$ cat config.mk
export PLATFORM = sky130hd
export DESIGN_NAME = irrigation_mode_encoder
export DESIGN_NICKNAME = d
export VERILOG_FILES = /design/src/rtl/irrigation_mode_encoder.sv
export SDC_FILE = /design/constraint.sdc
export NUM_CORES = 1
export LEC_CHECK = 0
export CAP_MARGIN = 20
export CORE_AREA = 2 2 91 49
export CTS_CLUSTER_SIZE = 24
export DETAILED_ROUTE_END_ITERATION = 10
export DIE_AREA = 0 0 93 51
export MAX_ROUTING_LAYER = met4
export PLACE_DENSITY = 0.75
export SYNTH_ARGS = -nofsm -noshare
export SYNTH_HDL_FRONTEND = slang
export SYNTH_SLANG_ARGS = --single-unit
export TNS_END_PERCENT = 10
$ cat constraint.sdc
create_clock -name clk -period 3.4 [get_ports clk]
set_input_delay 0.51 -clock clk [delete_from_list [all_inputs] [get_ports clk]]
set_output_delay 0.51 -clock clk [all_outputs]
set_load 0.05 [all_outputs]
$ cat src/rtl/irrigation_mode_encoder.sv
// Irrigation control FSM: debounces the raw humidity, tank and enable inputs and drives the
// 2-bit display mode code, the sprinkler/drip valves and the minimum-hold indicator.
module irrigation_mode_encoder #(
  parameter int unsigned DEBOUNCE_CYCLES = 4,
  parameter int unsigned MIN_ON_CYCLES   = 16,
  parameter int unsigned CNT_W           = 8
) (
  input  logic       clk,
  input  logic       rst,
  input  logic [1:0] humidity,
  input  logic       tank_ok,
  input  logic       enable,
  output logic       bit0,
  output logic       bit1,
  output logic       sprinkler_on,
  output logic       drip_on,
  output logic       hold_active
);

  typedef enum logic [1:0] {
    StIdle      = 2'b00,
    StSprinkler = 2'b01,
    StDrip      = 2'b10,
    StBlocked   = 2'b11
  } state_e;

  localparam logic [CNT_W-1:0] DebCnt   = CNT_W'(DEBOUNCE_CYCLES);
  localparam logic [CNT_W-1:0] HoldLoad = CNT_W'(MIN_ON_CYCLES - 1);

  logic [1:0]       hum_raw_q, hum_filt_q, hum_filt_d;
  logic             tank_raw_q, tank_filt_q, tank_filt_d;
  logic             en_raw_q, en_filt_q, en_filt_d;
  logic [CNT_W-1:0] hum_cnt_q, hum_cnt_d, hum_run;
  logic [CNT_W-1:0] tank_cnt_q, tank_cnt_d, tank_run;
  logic [CNT_W-1:0] en_cnt_q, en_cnt_d, en_run;
  logic [CNT_W-1:0] hold_q, hold_d;
  state_e           state_q, state_d, target;

  // Length of the current run of identical raw samples that differ from the filtered value,
  // including this edge; a raw change restarts the run at this sample.
  function automatic logic [CNT_W-1:0] run_len(input logic differ, input logic same,
                                               input logic [CNT_W-1:0] cnt);
    if (!differ) return '0;
    else if (same) return cnt + 1'b1;
    else return CNT_W'(1);
  endfunction

  always_comb begin
    hum_run     = run_len(humidity != hum_filt_q, humidity == hum_raw_q, hum_cnt_q);
    hum_filt_d  = (hum_run == DebCnt) ? humidity : hum_filt_q;
    hum_cnt_d   = (hum_run == DebCnt) ? '0 : hum_run;
    tank_run    = run_len(tank_ok != tank_filt_q, tank_ok == tank_raw_q, tank_cnt_q);
    tank_filt_d = (tank_run == DebCnt) ? tank_ok : tank_filt_q;
    tank_cnt_d  = (tank_run == DebCnt) ? '0 : tank_run;
    en_run      = run_len(enable != en_filt_q, enable == en_raw_q, en_cnt_q);
    en_filt_d   = (en_run == DebCnt) ? enable : en_filt_q;
    en_cnt_d    = (en_run == DebCnt) ? '0 : en_run;
  end

  always_comb begin
    if (!en_filt_q || !tank_filt_q) target = StBlocked;
    else if (hum_filt_q == 2'b00)   target = StIdle;
    else if (hum_filt_q == 2'b01)   target = StDrip;
    else                            target = StSprinkler;

    state_d = state_q;
    case (state_q)
      StIdle, StBlocked: state_d = target;
      default: begin
        // Safety exit ignores the hold; any other change waits for it to expire.
        if (target == StBlocked) state_d = StBlocked;
        else if (target != state_q && hold_q == '0) state_d = target;
      end
    endcase

    if (state_d == StSprinkler || state_d == StDrip) begin
      if (state_d != state_q) hold_d = HoldLoad;
      else if (hold_q != '0)  hold_d = hold_q - 1'b1;
      else                    hold_d = '0;
    end else begin
      hold_d = '0;
    end
  end

  always_ff @(posedge clk) begin
    if (rst) begin
      hum_raw_q    <= '0;
      hum_filt_q   <= '0;
      hum_cnt_q    <= '0;
      tank_raw_q   <= 1'b0;
      tank_filt_q  <= 1'b0;
      tank_cnt_q   <= '0;
      en_raw_q     <= 1'b0;
      en_filt_q    <= 1'b0;
      en_cnt_q     <= '0;
      state_q      <= StIdle;
      hold_q       <= '0;
      bit0         <= 1'b0;
      bit1         <= 1'b0;
      sprinkler_on <= 1'b0;
      drip_on      <= 1'b0;
      hold_active  <= 1'b0;
    end else begin
      hum_raw_q    <= humidity;
      hum_filt_q   <= hum_filt_d;
      hum_cnt_q    <= hum_cnt_d;
      tank_raw_q   <= tank_ok;
      tank_filt_q  <= tank_filt_d;
      tank_cnt_q   <= tank_cnt_d;
      en_raw_q     <= enable;
      en_filt_q    <= en_filt_d;
      en_cnt_q     <= en_cnt_d;
      state_q      <= state_d;
      hold_q       <= hold_d;
      bit0         <= state_d[0];
      bit1         <= state_d[1];
      sprinkler_on <= (state_d == StSprinkler);
      drip_on      <= (state_d == StDrip);
      hold_active  <= (hold_d != '0);
    end
  end

endmodule

; ---- After elaboration in Yosys (flattened, before gate mapping)
; Cells that the tools add are included.
[word_totals]
ff_bits = 47
latch_bits = 0
ramBits = 0
romBits = 0
inputBits = 6
out_inout_bits = 5
elab_cells = 65
n_memories = 0
[classes]
add_sub_neg = 4
multipliers = 0
div_mod_pow = 0
magnitude_cmp = 0
eq_ne = 16
n_shift = 0
muxes = 15
bitwise = 0
reduce_logical = 14
[op_table]
columns = cell, n
row1 = 2-to-1 mux 8 bit, 9
row2 = adder 8 x 1 -> 8 bit (second input constant), 3
row3 = == test 8 x 3 -> 1 bit (second input constant), 3
row4 = nonzero test 8 bit, 2
row5 = 2-to-1 mux 2 bit, 6
row6 = logical NOT 8 bit, 1
row7 = OR reduction 2 bit, 4
row8 = subtractor 8 x 1 -> 8 bit (second input constant), 1
row9 = == test 2 bit (second input constant), 3
row10 = inequality test 2 bit, 3
row11 = == test 2 x 1 -> 1 bit (second input constant), 2
row12 = logical NOT 2 bit, 2
row13 = == test 1 bit, 2
row14 = == test 2 bit, 1
row15 = logical NOT 1 bit, 2
row16 = logical OR 1 bit, 2
row17 = inequality test 1 bit, 2
row18 = logical AND 1 bit, 1

; ---- Depth between registers and ports, before layout
[depth]
word_depth = 13
ltp_mapped = 10
ltp_nobuf = 10

; ---- Least setup slack after synthesis
; No wires, ideal clock.
[synth_timing]
kind = reg2reg
startpoint = register, netlist name bit1
endpoint = register hold_q[6]
setup_time_ns = 0.066
t_arrival_ns = 2.157
required_ns = 3.334
setup_slack_ns = 1.177
stages_incl_launch_ff = 9
n_path_buf = 1
synth_period_minus_slack_ns = 2.223
path_cell_list = dfxtp_1 clkbuf_1 a21bo_1 a21oi_1 o21ai_1 ha_1 nor2_1 nand3_1 nor2b_1
[synth_lines]
columns = element, line
row1 = "end signal, assigned", 114  ; hold_q <= hold_d;
row2 = "end, declared", 36  ; logic [CNT_W-1:0] hold_q, hold_d;

; ---- Worst setup path after layout
[layout_timing]
startpoint = register hold_q[0]
endpoint = register hold_q[6]
[layout_between]
elab_chain_len = 8
word_cells_on_any_way = 14
cone_classes = add/sub (1) / eq/ne (3) / mux (6) / reduce/logical (4)
[layout_lines]
columns = element, line
row1 = logical NOT 8 bit, 72  ; else if (target != state_q && hold_q == '0) state_d = target;
row2 = logical AND 1 bit, 72
row3 = 2-to-1 mux 2 bit, 72
row4 = 2-to-1 mux 2 bit, 71  ; if (target == StBlocked) state_d = StBlocked;
row5 = 2-to-1 mux 2 bit, 67  ; case (state_q)
row6 = inequality test 2 bit (tied with other cells), 77  ; if (state_d != state_q) hold_d = HoldLoad;
row7 = 2-to-1 mux 8 bit / logical OR 1 bit (equally long branches), "77, 76"
row8 = 2-to-1 mux 8 bit (*), 76  ; if (state_d == StSprinkler || state_d == StDrip) begin
; Every way passes the cells marked *; elsewhere a longest branch is shown, timed or not.
; A chain may end at the register's enable or synchronous reset.

==> impl_metrics.py <==
metrics = {
    "drt": {
        "wl_per_cell_um": 12.3,
        "viasPerCell": 5.32,
        "drc_errors": 0,
        "drtAntennaViolNets": 0,
        "drt_iter0_drc": 69,
        "vias": 1760,
        "dr.pass1.iters": 4,
        "drt-total-wl_mm": 4.06,
    },
    "cts": {
        "postCtsSetupBuffers": 0,
        "ctsHtreeMaxLevel": 2,
        "hold_buffers": 0,
        "cts_root_buffer": "clkbuf_8",
        "clk_pin_slew_worst_paths_ps": 80,
        "clock-sinks": 45,
        "numCtsBuffers": 5,
        "clkLatencyLatePin_ps": 290,
        "cts_max_path_buffers": 2,
        "cts_tree": "built",
        "ctsResizeCount": 0,
    },
    "floorplan": {
        "die_x_um": 93,
        "die_h_um": 51,
        "start_util_pct": 55.8,
        "core_mm2": 0.00408,
        "die_area_mm2": 0.00474,
        "io_pins": 11,
        "std_cell_rows": 17,
    },
    "logic_synthesis": {
        "synth_area_leaders": "dfxtp_1, xnor2_1, nor2_1, xor2_1, nor2b_1",
        "synth_top_area_share_pct": 39.5,
        "synthMuxAreaShare_pct": 2.85,
        "netlist_instances": 263,
        "synth_edf_count": 0,
        "postSynth.asyncResetShare_pct": 0,
        "synthXorXnorAreaFrac_pct": 12.3,
        "yosys.area.top_type": "dfxtp_1",
        "synth_adder_area_share_pct": 3.84,
        "ys_seq_area_share_pct": 39.5,
        "syn_nets": 276,
        "synthSimpleGateAreaFrac_pct": 30.5,
        "syn_avg_cell_area_um2": 8.67,
        "synth_compound_area_share_pct": 8.62,
        "ys_warn_count": 0,
        "synth-seq-cells": 45,
        "synth_top_family_by_area": "simple AND/OR/NAND/NOR gates",
        "synth_ff_type": "dfxtp_1",
        "ys_types": 48,
        "synth_area_mm2": 0.00228,
    },
    "global_routing": {
        "grt_usage_pct": 20.1,
        "grt_pass1_vias": 1620,
        "grt_max_degree": 17,
        "grt_overflow": 0,
        "antenna_found_initial": 0,
        "grt_pass1_wl_mm": 7.25,
    },
    "sta": {
        "maxSlewViolCount": 0,
        "hold_violations": 0,
        "skew_ps": 5.30,
        "timing.fmax_ghz": 0.397,
        "tns_ps": 0,
        "hold_ws_ps": 568,
        "relSlewSlack_pct": 59.0,
        "period_needed_ps": 2520,
        "setup_violations": 0,
        "rsz0062_at_grt": "no",
        "period_share_pct": 74.1,
        "worstMarginPinSlew_ps": 611,
        "fin_ws_ps": 879,
    },
    "power_and_ir_drop": {
        "clkPwrFrac_pct": 35.6,
        "p_switching_uw": 201,
        "power.internal_uw": 717,
        "p_leak_uw": 0.000951,
        "p_comb_share_pct": 5.3,
        "p_per_area_mw_per_mm2": 365,
        "power_uw": 918,
        "pwr-share-seq_pct": 59.1,
        "ir_drop_mv": 0.192,
        "p_sw_share_pct": 21.9,
    },
    "worst_setup_path": {
        "start_kind": "register",
        "slowest_delay_ps": 390,
        "path_max_fanout": 5,
        "required_ps": 3630,
        "worst-path-buf-inv": 1,
        "crit_chain": "inv_1 > ha_1 > nor4b_2 > a21oi_1 > o21ai_0 > a21oi_1 > ha_1 > nor2_1 > nand3_1 > nor2b_1",
        "critPathKind": "register to register",
        "critPathTopFamily": "simple AND/OR/NAND/NOR gates",
        "worstPathArrival_ps": 2750,
        "cp_slowest_cell": "dfxtp_1",
        "cp-end-kind": "register",
    },
    "placed_design": {
        "place_congestion": 0.838,
        "placed_cell_area_mm2": 0.00243,
        "pre_cts_ws_ps": 893,
        "port_buffers": 10,
        "dp_hpwl_mm": 2.99,
    },
    "outcome": {
        "status": "finished, final reports clean",
    },
    "cells_and_area": {
        "area_delta_synth_final_pct": 10.4,
        "mostFrequentLayoutCell": "dfxtp_1",
        "antennaDiodeCount": 0,
        "finish.net_count": 287,
        "fin_area_mm2": 0.00252,
        "layout_common_cells": "dfxtp_1, nor2_1, xnor2_1",
        "drive_gt1_share_pct": 5.11,
    },
    "run": {
        "drv_cap": 0,
    },
    "hold_path": {
        "min_path_type": "register to register",
    },
}
synth_stat cells (2+ instances only):
cell	instances
nor2b_1	15
mux2i_1	2
nor4b_1	3
dfxtp_1	45
xnor2_1	19
a21oi_1	5
mux2_1	4
a31oi_1	2
nand4_1	4
nor2_1	43
nand2_1	14
xor2_1	13
and2_1	6
nand3_1	14
nor3b_1	2
clkbuf_1	6
ha_1	7
a211oi_1	3
o21ai_0	4
nor3_1	8
nand2b_1	4
o21a_1	3
and4b_1	2
and3_1	3
inv_1	6
o31ai_1	2
a22oi_1	3
worst paths after layout:
kind	endpoint	slack, ps	depth (start not counted)	startpoint
worst min register to register	hum_cnt_q[7]	570	2	hum_cnt_q[7]
worst min-delay path	hum_cnt_q[7]	570	2	hum_cnt_q[7]
worst max-delay path	hold_q[6]	880	10	hold_q[0]
worst max register to register	hold_q[6]	880	10	hold_q[0]
layout make-up:
class,count,area (um^2)
well taps,57,71.3
multi-input cells,204,1330
inverters,7,26.3
fillers,345,1570
clock buffers,7,86.3
repair buffers,11,108
flip-flops and latches,45,901
worst register-to-register path: cells and delay by family, from the launching register on:
kind / cells / cell delay (ps)
AOI/OAI and AO/OA: 3 / 600
DFF: 1 / 390
and+or+nand+nor: 4 / 840
buffers and inverters: 1 / 80
adders and majority gates: 2 / 540
power groups by stage:
| stage | Combinational, uW | Sequential (uW) | Clock [uW] |
|---|---|---|---|
| 3_5_place_dp | 48.5 | 555 | 0 |
| 3_3_place_gp | 48.3 | 554 | 0 |
| 4_1_cts | 48.9 | 542 | 336 |
| 2_1_floorplan | 30.7 | 555 | 0 |
| 6_report | 48.9 | 542 | 327 |
| 5_1_grt | 53.8 | 544 | 359 |
metal layers:
layer	track usage [%]	share of wire, %	vias up
li1	-	-	922
met1	30.1	59	799
met2	26.2	36	35
met3	5.01	4.7	4
met4	6.13	0.64	0
met5	-	0	-
flip-flops by register name, indices dropped and copies added, names as in the netlist, 2 cells and up:
name	count
hum_raw_q	2
en_cnt_q	8
hum_cnt_q	8
tank_cnt_q	8
hum_filt_q	2
hold_q	8
through the flow:
step                      util, %  cells
final                        61.6    331
after global routing         61.6    331
after global placement       59.5    324
after CTS                    61.6    331
after floorplan                 -    263
after detailed placement     59.5    324
logic make-up after synthesis:
group                      Yosys count
xor gates and xnor gates            32
AOI/OAI and AO/OA                   29
adders and majority gates            7
DFF                                 45
buffers and inverters               14
muxes                                6
and+or+nand+nor                    130
Power figures use the tool's default switching activity.
